--- src/rtl/param_seq_divider.sv ---
`default_nettype none
// ============================================================================
//  Module   : param_seq_divider
//  Purpose  : Sequential restoring divider, q = floor((dividend << FRAC) / divisor),
//             one quotient bit per cycle. Optional remainder port: DIVIDER_REMAINDER_EN.
//  Revision : 1.0 - initial release
// ============================================================================
module param_seq_divider #(
   parameter int DW   = 16,
   parameter int QW   = 8,
   parameter int FRAC = 8
) (
   input  logic          clk,
   input  logic          nRst,
   input  logic          start,
   input  logic [DW-1:0] dividend,
   input  logic [DW-1:0] divisor,
   output logic [QW-1:0] quotient,
`ifdef DIVIDER_REMAINDER_EN
   output logic [DW-1:0] remainder,
`endif
   output logic          busy,
   output logic          valid,
   output logic          div_by_zero,
   output logic          overflow
);

   localparam int WW   = DW + FRAC + 1;
   // Compare width also covers the divisor shifted by up to QW bits.
   localparam int CW   = (WW > DW + QW) ? WW : DW + QW;
   localparam int CNTW = $clog2(QW + 1);

   localparam logic [1:0] C_IDLE   = 2'd0;
   localparam logic [1:0] C_LOAD   = 2'd1;
   localparam logic [1:0] C_DIVIDE = 2'd2;
   localparam logic [1:0] C_DONE   = 2'd3;

   logic [1:0]      state_q,    state_d;
   logic [CNTW-1:0] cnt_q,      cnt_d;
   logic [WW-1:0]   rem_q,      rem_d;
   logic [DW-1:0]   dvd_q,      dvd_d;
   logic [DW-1:0]   dvs_q,      dvs_d;
   logic [QW-1:0]   qacc_q,     qacc_d;
   logic [QW-1:0]   quotient_q, quotient_d;
   logic            valid_q,    valid_d;
   logic            dbz_q,      dbz_d;
   logic            ovf_q,      ovf_d;
`ifdef DIVIDER_REMAINDER_EN
   logic [DW-1:0]   remainder_q, remainder_d;
`endif

   logic [CW-1:0]   w_num;
   logic [CW-1:0]   w_lim;
   logic [CNTW-1:0] w_bit;
   logic [CW-1:0]   w_aligned;
   logic            w_ge;
   logic [WW-1:0]   w_sub;
   logic [WW-1:0]   w_rem_next;
   logic [QW-1:0]   w_qacc_next;
   logic            w_last;

   always_comb begin
      w_num       = CW'(dvd_q) << FRAC;
      w_lim       = CW'(dvs_q) << QW;
      w_bit       = CNTW'(QW - 1) - cnt_q;
      w_aligned   = CW'(dvs_q) << w_bit;
      w_ge        = (CW'(rem_q) >= w_aligned);
      w_sub       = rem_q - WW'(w_aligned);
      w_rem_next  = w_ge ? w_sub : rem_q;
      w_qacc_next = QW'({qacc_q, w_ge});
      w_last      = (cnt_q == CNTW'(QW - 1));
   end

   always_comb begin
      state_d    = state_q;
      cnt_d      = cnt_q;
      rem_d      = rem_q;
      dvd_d      = dvd_q;
      dvs_d      = dvs_q;
      qacc_d     = qacc_q;
      quotient_d = quotient_q;
      valid_d    = 1'b0;
      dbz_d      = dbz_q;
      ovf_d      = ovf_q;
`ifdef DIVIDER_REMAINDER_EN
      remainder_d = remainder_q;
`endif
      case (state_q)
         C_IDLE, C_DONE: begin
            if (start) begin
               dvd_d   = dividend;
               dvs_d   = divisor;
               state_d = C_LOAD;
            end
         end
         C_LOAD: begin
            if (dvs_q == '0) begin
               state_d    = C_DONE;
               quotient_d = '1;
               dbz_d      = 1'b1;
               ovf_d      = 1'b0;
               valid_d    = 1'b1;
`ifdef DIVIDER_REMAINDER_EN
               remainder_d = '0;
`endif
            end else if (w_num >= w_lim) begin
               // Quotient would not fit in QW bits.
               state_d    = C_DONE;
               quotient_d = '1;
               dbz_d      = 1'b0;
               ovf_d      = 1'b1;
               valid_d    = 1'b1;
`ifdef DIVIDER_REMAINDER_EN
               remainder_d = '0;
`endif
            end else begin
               rem_d   = WW'(w_num);
               cnt_d   = '0;
               qacc_d  = '0;
               state_d = C_DIVIDE;
            end
         end
         C_DIVIDE: begin
            rem_d  = w_rem_next;
            qacc_d = w_qacc_next;
            cnt_d  = cnt_q + CNTW'(1);
            if (w_last) begin
               state_d    = C_DONE;
               quotient_d = w_qacc_next;
               dbz_d      = 1'b0;
               ovf_d      = 1'b0;
               valid_d    = 1'b1;
`ifdef DIVIDER_REMAINDER_EN
               remainder_d = DW'(w_rem_next);
`endif
            end
         end
         default: state_d = C_IDLE;
      endcase
   end

   always_ff @(posedge clk or negedge nRst) begin
      if (!nRst) begin
         state_q    <= C_IDLE;
         cnt_q      <= '0;
         rem_q      <= '0;
         dvd_q      <= '0;
         dvs_q      <= '0;
         qacc_q     <= '0;
         quotient_q <= '0;
         valid_q    <= 1'b0;
         dbz_q      <= 1'b0;
         ovf_q      <= 1'b0;
`ifdef DIVIDER_REMAINDER_EN
         remainder_q <= '0;
`endif
      end else begin
         state_q    <= state_d;
         cnt_q      <= cnt_d;
         rem_q      <= rem_d;
         dvd_q      <= dvd_d;
         dvs_q      <= dvs_d;
         qacc_q     <= qacc_d;
         quotient_q <= quotient_d;
         valid_q    <= valid_d;
         dbz_q      <= dbz_d;
         ovf_q      <= ovf_d;
`ifdef DIVIDER_REMAINDER_EN
         remainder_q <= remainder_d;
`endif
      end
   end

   assign quotient    = quotient_q;
   assign valid       = valid_q;
   assign div_by_zero = dbz_q;
   assign overflow    = ovf_q;
   assign busy        = (state_q == C_LOAD) || (state_q == C_DIVIDE);
`ifdef DIVIDER_REMAINDER_EN
   assign remainder   = remainder_q;
`endif

endmodule
`default_nettype wire

--- config.mk ---
export PLATFORM = sky130hd
export DESIGN_NAME = param_seq_divider
export DESIGN_NICKNAME = d
export VERILOG_FILES = /design/src/rtl/param_seq_divider.sv
export SDC_FILE = /design/constraint.sdc
export NUM_CORES = 1
export LEC_CHECK = 0
export BUFFER_PORTS_ARGS = -buffer_cell sky130_fd_sc_hd__buf_2
export CAP_MARGIN = 10
export CORE_UTILIZATION = 30
export DETAILED_ROUTE_END_ITERATION = 8
export SLEW_MARGIN = 10
export SYNTH_ARGS = -nofsm -noshare
export SYNTH_HDL_FRONTEND = slang
export SYNTH_SLANG_ARGS = --single-unit
--- constraint.sdc ---
create_clock -name clk -period 4.6 [get_ports clk]
set_clock_uncertainty 0.1 [all_clocks]
set_input_delay 0.46 -clock clk [delete_from_list [all_inputs] [get_ports clk]]
set_output_delay 0.46 -clock clk [all_outputs]
set_load 0.1 [all_outputs]
# [Yosys cells after proc, flatten, opt, wreduce, memory -nomap -nowiden]
# Cells that the tools add are included.
[word_totals] ff_bits=81 in_bits=35 output_inout_bits=12 wordCells=66
[classes] add_sub_neg=3 order_cmp=2 n_eq_ne=10 shift=1 mux=30 n_reduce_logical=10
[ops] operator="$mux 25" n=3
[ops] operator="$pmux 25 s2" n=1
[ops] operator="$ge 25x25->1" n=1
[ops] operator="$shl 16x4->25" n=1
[ops] operator="$sub 25x25->25" n=1
[ops] operator="$ge 24x24->1" n=1
[ops] operator="$mux 8" n=3
[ops] operator="$logic_not 16->1" n=1
[ops] operator="$pmux 8 s2" n=1
[ops] operator="$mux 7" n=2
[ops] operator="$pmux 7 s2" n=1
[ops] operator="$mux 1" n=10
[ops] operator="$ne 2x2->1 const B" n=5
[ops] operator="$mux 4" n=2
[ops] operator="$pmux 4 s2" n=1
[ops] operator="$pmux 1 s2" n=3
[ops] operator="$pmux 2 s3" n=1
[ops] operator="$reduce_and 3->1" n=2
[ops] operator="$add 4x1->4 const B" n=1
[ops] operator="$eq 2x2->1 const B" n=2
[ops] operator="$eq 4x3->1 const B" n=1
[ops] operator="$mux 2" n=2
[ops] operator="$reduce_and 2->1" n=2
[ops] operator="$reduce_and 4->1" n=1
[ops] operator="other kinds (7)" n=7

# [Depth between registers and ports, before layout]
# Gate-level depths: netlist of run 1.
[depth] depth_word=5 depth_mapped=19 depth_no_buf=16

# [Least setup slack after synthesis of run 1]
# OpenSTA, ideal clock, no wires.
[synth_path] kind="register to register" from="register cnt_q[0]" to="register rem_q[17]" setup_ps=125 arrival_time_ps=3911 required_ps=4375 slack_ps=465 path_stages_with_launch=16 n_path_buf=3 period_less_slack_ps=4135 cell_sequence="dfrtp_1 > clkbuf_1 > clkbuf_1 > clkbuf_1 > nand2_1 > o21ai_0 > mux2i_1 > or2_2 > ha_1 > and3_1 > nand4_1 > a21oi_1 > o311ai_1 > a211o_1 > a32oi_4 > mux2_2"
[synth_between] elab_chain_cells=5 elab_cells_between_ends=8 classes_between="add/sub: 2; order compare: 1; eq/ne: 1; shift: 1; mux: 2; reduce/logical: 1"
[synth_rtl] element="start: declaration" line_no="39" text="logic [CNTW-1:0] cnt_q, cnt_d;"
[synth_rtl] element="start signal: assignment" line_no="159" text="cnt_q <= cnt_d;"
[synth_rtl] element="$sub 3x4->4 *" line_no="65" text="w_bit = CNTW'(QW - 1) - cnt_q;"
[synth_rtl] element="$shl 16x4->25 *" line_no="66" text="w_aligned = CW'(dvs_q) << w_bit;"
[synth_rtl] element="$sub 25x25->25 or $ge 25x25->1 (tied branches)" line_no="68, 67"
[synth_rtl] element="$mux 25 or $ne 2x2->1 (tied branches)"
[synth_rtl] element="$pmux 25 s2 or $reduce_and 4->1 (tied branches)"
[synth_rtl] element="end signal: assignment" line_no="160" text="rem_q <= rem_d;"
[synth_rtl] element="end: declaration" line_no="40" text="logic [WW-1:0] rem_q, rem_d;"
# Mark *: on every way between the ends. The rest lies on a longest branch, timed or not. The select of a mux whose other input is x is not followed.
# A chain may end at the register's enable or synchronous reset.

# [Worst setup path in the final report of run 1]
[layout_path] from="register cnt_q[0]" to="register rem_q[8]"
# Same word-level chain as after synthesis.

==> results.md, run 1 <==
- For this configuration, the core starts out at a cell density of 0.306.
- The number of antenna violations at the first check in global routing came to 0.
- Counting the fill cells in the layout gives about 1.9k.
- The kind of start point of the critical path is a register.
- The floorplan die area is around 20,000 um2.
- The highest achievable clock rate is 240 MHz.
- Yosys attributes the largest share of cell area to dfrtp_1 35%, ha_1 9.8%, mux2_2 7.9%.
- After detailed routing, the number of vias per cell comes to 5.16.
- The worst slew slack as a fraction of its limit is 0.303.
- Across all register-to-register paths, the minimum setup slack is 430 ps.
- After synthesis the cells add up to about 5700 um2.
- The first global-routing pass estimated 23,400 um of wire.
- The I/O pin total is 47.
- The cts-stage hold buffer count is 0.
- The detailed router finished its first iteration with approximately 280 violations.
- The floorplan step defined a core boundary enclosing 18,700 um2.
- Synthesis produced 621 cells.
- The via count of the first global-routing pass was roughly 4.6k.
- For the pin with the worst max-slew slack, the measured transition is 1050 ps.
- After global routing the overflow that remains totals 0.
- Clock tree synthesis inserted a total of 9 buffers.
- The signal on the critical path passes through buf_4 -> mux4_2 -> mux2i_1 -> nand2_1 -> o21ai_0 -> ha_1 -> nand4_1 -> or3_1 -> o31ai_1 -> a211oi_1 -> a32oi_4 -> buf_4 -> mux2_2.
- The number of cells on the critical path is 13.
- The die outline width is 140 um.
- Summing over every cut layer, the via total after detailed routing is 4,658.
- The average size of a mapped cell is slightly above 9 um2.
- The final number of max-transition violations is 0.
- The startpoint of the lowest-slack register-to-register path is cnt_q[0].
- The count of standard-cell rows is 50.
- The number of buffers and inverters on the critical path is 2.
- When the netlist entered floorplanning its net count stood at 702.
- The time the worst path needs with I/O delays and setup is about 4200 ps.
- The worst min-delay path class is input port to async pin.
- The number of endpoints with negative hold slack in the final report is 0.
- Synthesis inferred 81 register bits.
- The estimated wirelength of the detail-placed design is about 11,000 um.
- The total track usage is 0.152.
- The longest clock path from root to sink contains 2 buffers.
- In this run the worst setup path begins at cnt_q[0].
- The delay contributed by the slowest stage of the critical path is 540 ps.
- After routing, the total negative slack on setup checks comes to 0 ps.
- The worst setup path is captured at a register.
- In this run the critical register-to-register path is captured at rem_q[8].
- The count of unresolved DRC violations after routing is 0.
- After detailed routing, the average wire length per cell comes to 15.8 um.
- The count of input and output buffers is between 40 and 50.
- The count of endpoints failing setup in the final report is 0.
- The post-layout net count is between 700 and 800.
- The first detailed-routing pass took 6 iterations.
- The portion of the post-synthesis area used by sequential elements is 0.354.
- Clock-pin slew was measured on the worst setup and hold paths at about 60 ps.
- The share of synthesized area in the top cell type comes to 0.354.
- STA puts the critical path data arrival time at 4300 ps.
- The buffer type at the clock tree root is clkbuf_16.
- The most used flip-flop cell after synthesis is dfrtp_1.
- The H-tree was split into 3 levels.
- The detail route stage leaves a number of antenna-violating nets equal to 0.
- Counting distinct cell types in the post-synthesis netlist gives 54.
- The synthesized design contains 0 enable-type register cells.
- The library cell occupying the most area in the post-synthesis netlist is dfrtp_1.
- The data required time at the worst endpoint is 4730 ps.
- The total of max-cap violations is 0.
- The kind of cell adding the most delay to the critical path is multiplexers.
- The number of clock sinks seen by CTS is 81.
- The wire length reported by the detailed router is 14,200 um.
- The clock latency of the later-clocked register in the worst-skew pair is between 300 and 400 ps.
- Relative to the synthesized area, the layout overhead comes to 15.2%.
- The clock tree from TritonCTS is done.
- The final antenna diode count is 0.
- Dividing the final minimum period by the clock period gives 0.907.
- For this design, the slowest cell found on the critical path is mux4_2.
- The type of the worst setup path is register to register.
- The largest fanout on the critical path is 22.
- Measured along the y axis, the die boundary spans 140 um.
- The maximum number of pins on one net before global-route repair is 82.
- The fraction of synthesis flops using an asynchronous set or reset pin is 1.00.
- The timing endpoint of the critical path is rem_q[8].
- The depth of the most critical reg-to-reg path is 13.
- The count of warnings emitted by yosys is 0.
- Setup repair after global routing left no endpoint under its margin.
- The flow ran to the end, and the final reports show no timing, DRC or antenna violations.
- Routability-driven placement finished with a final weighted congestion of ~0.91.
- Of the cells placed in the final design, the portion with a size suffix greater than 1 is 0.199.
- The most numerous cell type found on the critical path is buf_4.
- The post-CTS setup repair buffer count is 0.
==> flip-flops by register name (all words and copies together) (netlist names), 2 cells and up <==
register and count:
cnt_q 4, dvd_q 16, dvs_q 16, qacc_q 7, quotient 8, rem_q 25, state_q 2
==> through the flow <==
stage | setup slack [ps] | area, um2 | util | std cells | hold WS [ps]
floorplan | 465 | 5720 | - | 621 | 64.4
global placement | 260 | 6260 | 0.335 | 887 | 358
detailed placement | 299 | 6260 | 0.335 | 887 | 366
CTS | 289 | 6590 | 0.353 | 903 | 235
global route | 123 | 6600 | 0.353 | 903 | 236
finish | 427 | 6600 | 0.353 | 903 | 206
==> layout make-up <==
cell class,count,area (um2),area share
multi-input combinational,473,3430,0.520
sequential,81,2030,0.308
timing repair buffer,65,388,0.0588
tap,234,293,0.0444
clock buffer,12,256,0.0389
inverter,34,128,0.0194
clock inverter,4,75.1,0.0114
==> layout by cell type, fill, tap and decap left out, types with 7 or more instances in the layout <==
| cell type | count |
|---|---|
| nand2_1 | 64 |
| buf_4 | 19 |
| clkbuf_16 | 9 |
| a22o_1 | 7 |
| and3_1 | 7 |
| a211oi_1 | 9 |
| nand3_1 | 15 |
| nand4_1 | 11 |
| xnor2_1 | 11 |
| nor2_1 | 41 |
| buf_2 | 45 |
| mux2i_1 | 25 |
| ha_1 | 45 |
| a21o_1 | 22 |
| o21ai_0 | 44 |
| dfrtp_1 | 80 |
| xor2_1 | 7 |
| mux2_2 | 40 |
| inv_1 | 33 |
| a21oi_1 | 45 |
==> timing repair <==
action / 4_1_cts / 5_1_grt
gates resized for setup: 0 / 1
endpoints found under the hold margin: 0 / 0
endpoints found under the setup margin: 0 / 4
==> synth_stat cells (7+ instances only) <==
master and instances:
xnor2_1 11, a22o_1 7, dfrtp_1 81, inv_1 33, nand2_1 64, clkbuf_1 18, nand3_1 15, xor2_1 7
and3_1 7, mux2_2 40, a21o_1 22, o21ai_0 44, a211oi_1 9, buf_1 8, nor2_1 41, ha_1 45
nand4_1 11, mux2i_1 25, a21oi_1 45
==> cell families after synthesis <==
family          share of synthesized area
buf+inv                            0.0470
compound gates                      0.186
xor+xnor                           0.0275
flops                               0.354
fa+ha+maj                           0.102
simple gates                        0.137
mux                                 0.146
==> layer usage <==
metal | vias to the layer above | track usage | share of wire
met5 | - | 0 | 0
met4 | 0 | 0.0584 | 0.023
met3 | 14 | 0.0284 | 0.029
met2 | 85 | 0.249 | 0.46
met1 | 2215 | 0.198 | 0.48
li1 | 2344 | - | -
==> worst min-delay path by stage <==
stage	startpoint	slack, ps	end
6_report	nRst	210	quotient[7]
5_1_grt	divisor[14]	240	dvs_q[14]
4_1_cts	dividend[12]	230	dvd_q[12]
3_5_place_dp	quotient[3]	370	quotient[3]
3_3_place_gp	quotient[3]	360	quotient[3]
2_1_floorplan	nRst	60	cnt_q[0]
Power of run 1 is left out: the tool's default activity adds up to more than one toggle a clock period on the data nets, which glitch-free logic cannot reach.
==> inputs of run 2 (changes only) <==
--- a/config.mk
+++ b/config.mk
@@ -9,7 +9,7 @@
 export CAP_MARGIN = 10
 export CORE_UTILIZATION = 30
 export DETAILED_ROUTE_END_ITERATION = 8
-export SLEW_MARGIN = 10
+export RECOVER_POWER = 50
 export SYNTH_ARGS = -nofsm -noshare
 export SYNTH_HDL_FRONTEND = slang
 export SYNTH_SLANG_ARGS = --single-unit
==> results.md, run 2 (same netlist as run 1, synthesis figures left out) <==
- The post-placement cell count was 887 (unchanged).
- The wire length reported by the detailed router is 14,200 um (-0.24%).
- The die outline width came to 140 um (unchanged).
- The cts-stage hold buffer count was 0 (unchanged).
- The H-tree level count was 3 (unchanged).
- The via count of the first global-routing pass is 4,633 (unchanged).
- The area growth from synthesis to layout is 15.1%.
- The clock latency of the later-clocked register in the worst-skew pair is 350 ps (about the same).
- The sum of negative setup slack is 0 ps (unchanged).
- The number of antenna-violating nets in the routed design is 0 (unchanged).
- The first-pass GRT wire length came to 23,400 um (unchanged).
- The highest achievable clock rate is 240 MHz (about the same).
- The transition time of the tightest slew-check pin is 2060 ps (+1020 ps).
- The number of buffers created by CTS was 9 (unchanged).
- In the final layout, the registers with the most flip-flops are rem_q (25), dvd_q (16), dvs_q (16).
- The number of antenna violations at the first check in global routing is 0 (unchanged).
- The floorplan die area was 19,600 um2 (unchanged).
- The final global-route overflow total is 0 (unchanged).
- The cell that appears most often on the critical path is buf_4.
- The initial core utilization is 0.306 (unchanged).
- The delay contributed by the slowest stage of the critical path is 540 ps (about the same).
- The die height is 140 um (unchanged).
- The count of input and output buffers is 46 (unchanged).
- Leaving out fill and tap cells, the most frequent cells in the layout are 80 x dfrtp_1, 64 x nand2_1, 45 x a21oi_1, 45 x ha_1, 44 x o21ai_0.
- Setup repair after global routing left no endpoint under its margin.
- The fraction of the cycle the final worst path needs came to 0.908 (about the same).
- The tree is rooted in a clkbuf_16.
- The iteration count of the initial detailed-routing pass is 6 (unchanged).
- The worst slew slack as a fraction of its limit is -0.374 (-0.677).
- The final antenna diode count came to 0 (unchanged).
- The worst hold margin is 245 ps (+38.4 ps).
- TritonCTS built the clock tree.
- The area of all sequential standard cells was 2030 um2 (unchanged).
- The tightest min-delay check is of the input port to register type.
- The clock edge transition at the registers on the reported setup and hold paths is 60 ps (about the same).
- The fraction of final layout cells sized beyond drive strength 1 came to 0.190 (-0.00897).
- The number of endpoints with negative hold slack in the final report is 0 (unchanged).
- The most common cell after layout, fill and taps aside is dfrtp_1.
- The core outline area is 18,700 um2 (unchanged).
- The final reports fail on capacitance limit, slew limit.
- By startpoint and endpoint, the worst setup path is classified as register to register.
- The total of max-cap violations is 1 (+1).
- More flip-flops sit in one register than any other, and that register is rem_q.
- The number of clock sinks seen by CTS is 81 (unchanged).
- The routability congestion estimate from global placement was 0.913 (unchanged).
- The vias per cell is 5.15 (about the same).
- The largest fanout on the critical path is 22 (unchanged).
- The maximum number of pins on one net before global-route repair is 82 (unchanged).
- The worst endpoint data arrival time was 4300 ps (about the same).
- STA classifies the critical path endpoint as a register.
- The kind of start point of the critical path is a register.
- The estimated wirelength of the detail-placed design is 10,800 um (unchanged).
- The count of standard-cell rows is 50 (unchanged).
- The count of unresolved DRC violations after routing is 0 (unchanged).
- The iteration-0 DRC count of the detailed router came to 287 (+2.1%).
- The total track usage is 0.152 (unchanged).
- The time the worst path needs with I/O delays and setup is 4180 ps (+1.73 ps).
- Among all stages on the critical path, the largest delay is contributed by mux4_2.
- The flow ran to the end, but the final reports show violations.
- The data required time at the worst endpoint is 4730 ps (about the same).
- The post-layout net count is 745 (unchanged).
- The total of fill cells in the finished design is 1,897 (+0.053%).
- The count of endpoints failing setup in the final report is 0 (unchanged).
- The final number of max-transition violations is 82 (+82).
- The area of the multi-input gates is 3430 um2 (unchanged).
- The critical path goes through buf_4 -> mux4_2 -> mux2i_1 -> nand2_1 -> o21ai_0 -> ha_1 -> nand4_1 -> or3_1 -> o31ai_1 -> a211oi_1 -> a32oi_4 -> buf_4 -> mux2_2.
- The post-layout utilization of the core is 0.352 (-0.000535).
- The wire length per cell came to 15.7 um (-0.24%).
- The number of standard cells in the final layout excluding fillers is 903 (unchanged).
- The clock tree buffer depth is 2 (unchanged).
- The total via count in the routed design was 4,654 (-0.086%).
- The I/O pin total is 47 (unchanged).
- The number of flip-flops in the largest register is 25 (unchanged).
[run 2: worst paths after layout]
path | end | startpoint | slack [ps] | cells after the start
setup / recovery | rem_q[8] | cnt_q[0] | 420 | 13
hold / removal | dvd_q[6] | dividend[6] | 240 | 2
setup reg to reg | rem_q[8] | cnt_q[0] | 420 | 13
hold reg to reg | overflow | overflow | 380 | 2
max in group asynchronous | cnt_q[1] | nRst | 2430 | 1
min in group asynchronous | quotient[7] | nRst | 610 | 1
[run 2: worst max-delay path: cells and delay by family, from the launching register on]
kind,cells,cell delay [ps]
muxes,3,1160
AOI/OAI and AO/OA,4,790
and+or+nand+nor,3,760
buffers and inverters,2,530
DFF,1,450
adders and majority gates,1,280
[run 2: layer usage]
layer	vias to the layer above	track usage	share of wire
met3	14	0.0284	0.024
met1	2215	0.198	0.49
met5	-	0	0
met2	80	0.249	0.46
met4	0	0.0584	0.024
li1	2345	-	-
[run 2: per-stage QoR]
| stage | instance area [um2] | worst slack [ps] |
|---|---|---|
| floorplan | 5720 | 465 |
| global placement | 6260 | 260 |
| detailed placement | 6260 | 299 |
| CTS | 6590 | 289 |
| global route | 6590 | 123 |
| finish | 6590 | 425 |
[run 2: timing repair]
item                                    in CTS  in global routing
resized for setup                            0                  1
endpoints found under the setup margin       0                  4
buffers inserted                             0                  0
[run 2: final cells by class]
type | count | share of cell area
inverters | 34 | 0.0194
flip-flops and latches | 81 | 0.308
repair buffers | 65 | 0.0574
well taps | 234 | 0.0445
clock inverters | 4 | 0.0114
multi-input cells | 473 | 0.520
clock buffers | 12 | 0.0390
Power of run 2 is left out for the same reason.
